===== config.mk =====
export PLATFORM = sky130hd
export DESIGN_NAME = emmc_ddr_tx_sequencer
export DESIGN_NICKNAME = d
export VERILOG_FILES = /design/src/rtl/emmc_ddr_tx_sequencer.sv
export SDC_FILE = /design/constraint.sdc
export NUM_CORES = 1
export LEC_CHECK = 0
export BUFFER_PORTS_ARGS = -buffer_cell sky130_fd_sc_hd__buf_2
export CELL_PAD_IN_SITES_DETAIL_PLACEMENT = 1
export CELL_PAD_IN_SITES_GLOBAL_PLACEMENT = 1
export CORE_MARGIN = 8
export CORE_UTILIZATION = 40
export CTS_CLUSTER_SIZE = 8
export DETAILED_ROUTE_END_ITERATION = 8
export HOLD_SLACK_MARGIN = 0.1
export PLACE_DENSITY_LB_ADDON = 0.25
export SLEW_MARGIN = 10
export SYNTH_ARGS = -nofsm -noshare
export SYNTH_HDL_FRONTEND = slang
export SYNTH_SLANG_ARGS = --single-unit

===== constraint.sdc =====
create_clock -name clk_i -period 2.7 [get_ports clk_i]
set_input_delay 0.54 -clock clk_i [delete_from_list [all_inputs] [get_ports clk_i]]
set_output_delay 0.54 -clock clk_i [all_outputs]
set_load 0.02 [all_outputs]

===== src/rtl/emmc_ddr_tx_sequencer.sv =====
// eMMC DDR write-block sequencer. It drives the DAT-line ODDR cells with a start bit, the
// payload, a per-line rise/fall CRC16 pair and an end bit. The card clock stops while the write stream is starved.
module emmc_ddr_tx_sequencer #(
   parameter int unsigned BLK_W = 9
) (
   input  logic             clk_i,
   input  logic             rst_ni,
   input  logic             start_i,
   input  logic             abort_i,
   input  logic             bus8_i,
   input  logic [BLK_W-1:0] blk_words_i,
   input  logic [15:0]      wdata_i,
   input  logic             wvalid_i,
   output logic             wready_o,
   output logic [7:0]       ddr_d1_o,
   output logic [7:0]       ddr_d2_o,
   output logic             ddr_ce_o,
   output logic [7:0]       dat_oe_o,
   output logic             sdclk_en_o,
   output logic             busy_o,
   output logic             done_o
);
   localparam int unsigned LINES = 8;
   localparam int unsigned CRC_W = 16;
   localparam int unsigned CNT_W = 4;
   localparam logic [CRC_W-1:0] CRC_POLY = 16'h1021;

   typedef enum logic [2:0] {ST_IDLE, ST_START, ST_DATA, ST_CRC, ST_END} state_t;

   state_t             state, state_n;
   logic               bus8, bus8_n;
   logic [BLK_W-1:0]   words, words_n;
   logic               phase_b, phase_b_n;
   logic [CNT_W-1:0]   crc_cnt, crc_cnt_n;
   logic [7:0]         hold, hold_n;
   logic               end_q, end_n;
   logic [CRC_W-1:0]   crc_r [LINES];
   logic [CRC_W-1:0]   crc_f [LINES];
   logic [CRC_W-1:0]   crc_r_n [LINES];
   logic [CRC_W-1:0]   crc_f_n [LINES];
   logic [7:0]         d1_n, d2_n, oe_n;
   logic               ce_n, sclk_n, busy_n, done_n;
   logic [7:0]         mask, rise, fall;
   logic               pair_en;

   function automatic logic [CRC_W-1:0] crc_step(input logic [CRC_W-1:0] c, input logic b);
      crc_step = {c[CRC_W-2:0], 1'b0} ^ ((c[CRC_W-1] ^ b) ? CRC_POLY : '0);
   endfunction

   // Word-consuming DATA cycle: every cycle on bus8, phase A on bus4.
   assign wready_o = (state == ST_DATA) && (bus8 || !phase_b);

   always_comb begin
      state_n   = state;
      bus8_n    = bus8;
      words_n   = words;
      phase_b_n = phase_b;
      crc_cnt_n = crc_cnt;
      hold_n    = hold;
      end_n     = 1'b0;
      crc_r_n   = crc_r;
      crc_f_n   = crc_f;
      d1_n      = ddr_d1_o;
      d2_n      = ddr_d2_o;
      oe_n      = dat_oe_o;
      ce_n      = 1'b1;
      sclk_n    = 1'b1;
      busy_n    = busy_o;
      done_n    = 1'b0;
      mask      = bus8 ? 8'hFF : 8'h0F;
      rise      = '0;
      fall      = '0;
      pair_en   = 1'b0;
      case (state)
         ST_IDLE: begin
            d1_n   = '1;
            d2_n   = '1;
            oe_n   = '0;
            busy_n = 1'b0;
            done_n = end_q;
            if (start_i && !abort_i && (blk_words_i != '0)) begin
               state_n   = ST_START;
               bus8_n    = bus8_i;
               words_n   = blk_words_i;
               phase_b_n = 1'b0;
               crc_cnt_n = '0;
               for (int i = 0; i < LINES; i++) begin
                  crc_r_n[i] = '0;
                  crc_f_n[i] = '0;
               end
            end
         end
         ST_START: begin
            d1_n    = ~mask;
            d2_n    = ~mask;
            oe_n    = mask;
            busy_n  = 1'b1;
            state_n = ST_DATA;
         end
         ST_DATA: begin
            oe_n   = mask;
            busy_n = 1'b1;
            if (wready_o && !wvalid_i) begin
               // Starved: freeze the ODDR cells and the card clock until a word arrives.
               ce_n   = 1'b0;
               sclk_n = 1'b0;
            end else begin
               pair_en = 1'b1;
               if (bus8) begin
                  rise = wdata_i[15:8];
                  fall = wdata_i[7:0];
               end else if (!phase_b) begin
                  rise      = {4'h0, wdata_i[15:12]};
                  fall      = {4'h0, wdata_i[11:8]};
                  hold_n    = wdata_i[7:0];
                  phase_b_n = 1'b1;
               end else begin
                  rise      = {4'h0, hold[7:4]};
                  fall      = {4'h0, hold[3:0]};
                  phase_b_n = 1'b0;
               end
               if (bus8 || phase_b) begin
                  if (words == BLK_W'(1)) state_n = ST_CRC;
                  else                    words_n = words - BLK_W'(1);
               end
               d1_n = rise | ~mask;
               d2_n = fall | ~mask;
            end
         end
         ST_CRC: begin
            oe_n      = mask;
            busy_n    = 1'b1;
            crc_cnt_n = crc_cnt + CNT_W'(1);
            for (int i = 0; i < LINES; i++) begin
               d1_n[i]    = crc_r[i][CRC_W-1] | ~mask[i];
               d2_n[i]    = crc_f[i][CRC_W-1] | ~mask[i];
               crc_r_n[i] = {crc_r[i][CRC_W-2:0], 1'b0};
               crc_f_n[i] = {crc_f[i][CRC_W-2:0], 1'b0};
            end
            if (crc_cnt == '1) state_n = ST_END;
         end
         ST_END: begin
            d1_n    = '1;
            d2_n    = '1;
            oe_n    = mask;
            busy_n  = 1'b1;
            end_n   = 1'b1;
            state_n = ST_IDLE;
         end
         default: state_n = ST_IDLE;
      endcase
      if (pair_en) begin
         for (int i = 0; i < LINES; i++) begin
            crc_r_n[i] = crc_step(crc_r[i], rise[i]);
            crc_f_n[i] = crc_step(crc_f[i], fall[i]);
         end
      end
      // Abort overrides everything, including a stall and a same-cycle start.
      if (abort_i && (state != ST_IDLE)) begin
         state_n = ST_IDLE;
         d1_n    = '1;
         d2_n    = '1;
         oe_n    = '0;
         ce_n    = 1'b1;
         sclk_n  = 1'b1;
         busy_n  = 1'b0;
         done_n  = 1'b0;
         end_n   = 1'b0;
         for (int i = 0; i < LINES; i++) begin
            crc_r_n[i] = '0;
            crc_f_n[i] = '0;
         end
      end
   end

   always_ff @(posedge clk_i or negedge rst_ni) begin
      if (!rst_ni) begin
         state      <= ST_IDLE;
         bus8       <= 1'b0;
         words      <= '0;
         phase_b    <= 1'b0;
         crc_cnt    <= '0;
         hold       <= '0;
         end_q      <= 1'b0;
         for (int i = 0; i < LINES; i++) begin
            crc_r[i] <= '0;
            crc_f[i] <= '0;
         end
         ddr_d1_o   <= '1;
         ddr_d2_o   <= '1;
         dat_oe_o   <= '0;
         ddr_ce_o   <= 1'b1;
         sdclk_en_o <= 1'b1;
         busy_o     <= 1'b0;
         done_o     <= 1'b0;
      end else begin
         state      <= state_n;
         bus8       <= bus8_n;
         words      <= words_n;
         phase_b    <= phase_b_n;
         crc_cnt    <= crc_cnt_n;
         hold       <= hold_n;
         end_q      <= end_n;
         crc_r      <= crc_r_n;
         crc_f      <= crc_f_n;
         ddr_d1_o   <= d1_n;
         ddr_d2_o   <= d2_n;
         dat_oe_o   <= oe_n;
         ddr_ce_o   <= ce_n;
         sdclk_en_o <= sclk_n;
         busy_o     <= busy_n;
         done_o     <= done_n;
      end
   end
endmodule


==> impl_metrics.py <==
metrics = {
    "run_status": {
        "outcome": "completed",
    },
    "timing": {
        "worst_pin_slew_ns": 0.991,
        "finalMaxSlewViolations": 0,
        "hold_violations": 0,
        "fmaxAchievable_mhz": 383,
        "final_period_minus_worst_setup_slack_ns": 2.61,
        "rsz0062_at_grt": "false",
        "finalSetupViolCount": 0,
        "tns_ns": 0,
        "min_period_over_period_pct": 96.8,
        "maxSlewHeadroom_pct": 33.9,
        "worst_clock_skew_ns": 0.0155,
        "whs_ns": 0.242,
        "timing.final.ws_setup_ns": 0.0873,
    },
    "pwr": {
        "net_switching_power_of_the_design_mw": 6.62,
        "lkg_pwr_nw": 7.74,
        "power.ir.vdd_worst_mv": 0.744,
        "p_int_mw": 10.4,
        "clockPowerShare_pct": 28.8,
        "comb_power_share_pct": 36.8,
        "power_switching_share_pct": 38.9,
        "powerDensity_nw_per_um2": 1040,
        "share_seq_of_total_power_pct": 34.4,
    },
    "setup_path": {
        "regToRegStartpoint": "phase_b",
        "crit_path_category": "reg2out",
        "reg2reg_depth": 7,
        "path_max_fanout": 16,
        "worst_ep_required_ns": 2.16,
        "start_kind": "register",
        "worst_setup_path_startpoint": "state[2]",
        "regToRegSetupSlack_ns": 0.45,
        "critPathSlowestCell": "or3b_1",
        "worst_setup_path_end_kind": "output port",
        "worstSetupEndpoint": "wready_o",
        "worst-endpoint-arrival_ns": 2.07,
        "timing.critical_path.slowest_cell_delay_ns": 0.53,
        "worstPathCellList": "or3b_1 > buf_4 > nor2_1 > buf_2",
        "worstReg2RegEnd": "crc_f[90]",
    },
    "grt": {
        "grt_max_degree": 106,
        "antenna_violations_before_repair": 0,
        "grt_pass1_vias": 12000,
        "grt_first_pass_wirelength_um": 65300,
        "grt-ovfl-total": 0,
        "grt.total_usage_pct": 18.8,
    },
    "clock_tree": {
        "cts_sinks": 303,
        "ctsLongestPathBuffers": 3,
        "clk-insertion-delay-late_ns": 0.54,
        "cts_inserted_buffers": 43,
        "post_cts.repair.setup_buffers": 0,
        "cts.reportedPaths.clkPinSlew_ns": 0.05,
        "clock-root-buffer": "clkbuf_16",
        "number_of_h_tree_levels": 2,
        "cts_tree": "yes",
    },
    "floorplanning": {
        "initial_core_util_pct": 40.3,
        "top_level_ports": 60,
        "die_width_um": 205,
        "floorplan.rows": 69,
        "core_area_um2": 35400,
        "die-area_um2": 42000,
        "die_y_um": 205,
    },
    "layout": {
        "syn2layout_area_growth_pct": 15.1,
        "insertedDiodeCount": 0,
        "drive_above_1_share_pct": 13.6,
        "fin_cells": 1983,
        "finish.net_count": 1539,
    },
    "route": {
        "dr.first_iter.drc_count": 654,
        "drt_drc_violations_left": 0,
        "dr.max_layer_used": "met4",
        "route.layer.met1.wl_um": 18400,
        "dr.pass1.iters": 7,
        "vias": 11300,
        "routed_via_density": 5.69,
        "wl_um": 38900,
        "final_antenna_net_count": 0,
        "met3RoutedLength_um": 1650,
        "routedWlPerCell_um": 19.6,
        "wl_met2_um": 18100,
    },
    "synthesis": {
        "mappedNetlistNets": 1519,
        "synthesis.area_per_instance_um2": 9.61,
        "synth_flop_type": "dfrtp_1",
        "mappedNetlistArea_um2": 14300,
        "synth-seq-cells": 303,
        "synth_warnings": 0,
        "synth_cell_type_count": 62,
        "post_synth_edffs": 0,
        "post_synth_inst_count": 1485,
        "share_of_the_yosys_chip_area_belonging_to_registers_pct": 53.3,
        "ys_async_sr_fraction_pct": 100,
    },
    "place": {
        "port_buffers": 59,
        "place.gp.congestion": 0.806,
        "place_hpwl_um": 24000,
        "place_worst_setup_slack_ns": 0.290,
        "numPlacedInstances": 1920,
    },
    "job": {
        "max_cap_violations": 0,
    },
    "worst_hold_path": {
        "hold_path_class": "in2reg",
    },
}
-- cell type report --
type                            instances  area [um^2]
Sequential cell                       303         7600
Clock inverter                          3         52.6
Timing Repair Buffer                  116         1010
Multi-Input combinational cell       1026         6000
Clock buffer                           59         1140
Tap cell                              461          577
Fill cell                            3940        19000
Inverter                               15         56.3
-- metrics by stage --
stage / cell area (um^2) / util (%) / power (mW)
floorplan: 14300 / - / 10.0
global placement: 15200 / 43.0 / 12.1
detailed placement: 15200 / 43.0 / 12.2
CTS: 16400 / 46.4 / 17.2
global route: 16400 / 46.4 / 18.0
finish: 16400 / 46.4 / 17.0
-- timing repair --
item,CTS,global route
hold endpoints to repair,58,0
hold buffers,1,0
endpoints found under the setup margin,0,0
resized for setup,0,0
-- sequential cells by signal (all words and copies together) (netlist names), 3 cells and up --
| signal | count |
|---|---|
| crc_cnt | 4 |
| crc_f | 128 |
| crc_r | 128 |
| ddr_d1_o | 8 |
| ddr_d2_o | 8 |
| hold | 8 |
| state | 3 |
| words | 9 |
-- synthesized netlist by cell type, types with 2 or more instances --
cell / instances / area share (%)
a211o_1: 2 / 0.12
a211oi_1: 9 / 0.47
a21boi_0: 7 / 0.37
a21oi_1: 35 / 1.2
a221oi_1: 8 / 0.49
a22oi_1: 30 / 1.6
a2bb2oi_1: 209 / 13
a31oi_1: 26 / 1.1
and2_1: 3 / 0.13
and3_1: 12 / 0.53
and3b_1: 7 / 0.43
buf_1: 3 / 0.079
buf_2: 61 / 2.1
buf_4: 14 / 0.74
clkbuf_1: 63 / 1.7
dfrtp_1: 286 / 50
dfstp_2: 17 / 3.1
ha_1: 3 / 0.26
inv_1: 15 / 0.39
mux2_2: 9 / 0.71
mux2i_1: 14 / 0.98
nand2_1: 235 / 6.2
nand3_1: 4 / 0.14
nor2_1: 294 / 7.7
nor2b_1: 2 / 0.088
nor3_1: 10 / 0.35
nor4_1: 5 / 0.22
nor4_2: 2 / 0.18
o211ai_1: 4 / 0.21
o21ai_0: 15 / 0.53
o21ai_1: 10 / 0.35
o21ai_2: 2 / 0.12
o221ai_1: 7 / 0.43
o22a_1: 2 / 0.12
o22ai_1: 2 / 0.088
o31a_1: 2 / 0.12
or3_1: 7 / 0.31
xnor2_1: 23 / 1.4
xor2_1: 3 / 0.18
-- layout by cell type (no fill, tap or decap), types with 8 or more instances in the layout --
cell	netlist	layout
a211oi_1	9	9
a21oi_1	35	35
a221oi_1	8	8
a22oi_1	30	30
a2bb2oi_1	209	209
a31oi_1	26	26
and3_1	12	12
buf_12	0	22
buf_2	61	58
buf_4	14	34
clkbuf_1	63	16
clkbuf_16	0	43
dfrtp_1	286	286
dfstp_2	17	17
inv_1	15	15
mux2_2	9	9
mux2i_1	14	14
nand2_1	235	235
nor2_1	294	294
nor3_1	10	9
o21ai_0	15	15
o21ai_1	10	9
xnor2_1	23	23
-- power groups by stage --
stage	Clock (mW)	Combinational [mW]	Sequential (mW)
after floorplan	0	4.17	5.85
after global placement	0	6.16	5.90
after detailed placement	0	6.27	5.92
after CTS	5.04	6.31	5.86
after global routing	5.22	6.81	5.95
final	4.89	6.26	5.86
-- cells by family (layout without fill, tap and decap cells) --
kind of cell / after synthesis / in the layout / share of synthesized area, %
and+or+nand+nor: 591 / 591 / 16.9
AOI/OAI and AO/OA: 381 / 381 / 21.1
DFF: 303 / 303 / 53.3
buffers and inverters: 156 / 193 / 5.00
xor gates and xnor gates: 26 / 26 / 1.59
muxes: 25 / 25 / 1.93
adders and majority gates: 3 / 3 / 0.263
-- worst min path at each step --
stage | from | cells past startpoint | to | slack (ns)
after floorplan | rst_ni | 0 | bus8 | 0.24
after global placement | words[1] | 1 | words[1] | 0.49
after detailed placement | ddr_d1_o[1] | 2 | ddr_d1_o[1] | 0.49
after CTS | bus8_i | 3 | bus8 | 0.22
after global routing | bus8_i | 3 | bus8 | 0.24
final | bus8_i | 3 | bus8 | 0.24
-- layer usage --
| metal | vias up | global-route usage (%) |
|---|---|---|
| met5 | - | 0 |
| met4 | 0 | 5.18 |
| met3 | 75 | 2.94 |
| met2 | 192 | 30.1 |
| met1 | 5802 | 26.0 |
| li1 | 5207 | - |
-- critical path: cells and delay by family, from the launching register on --
kind | cells | cell delay [ns]
flops | 1 | 0.50
buf+inv | 2 | 0.41
simple gates | 2 | 0.63
(Power assumes the default switching activity.)
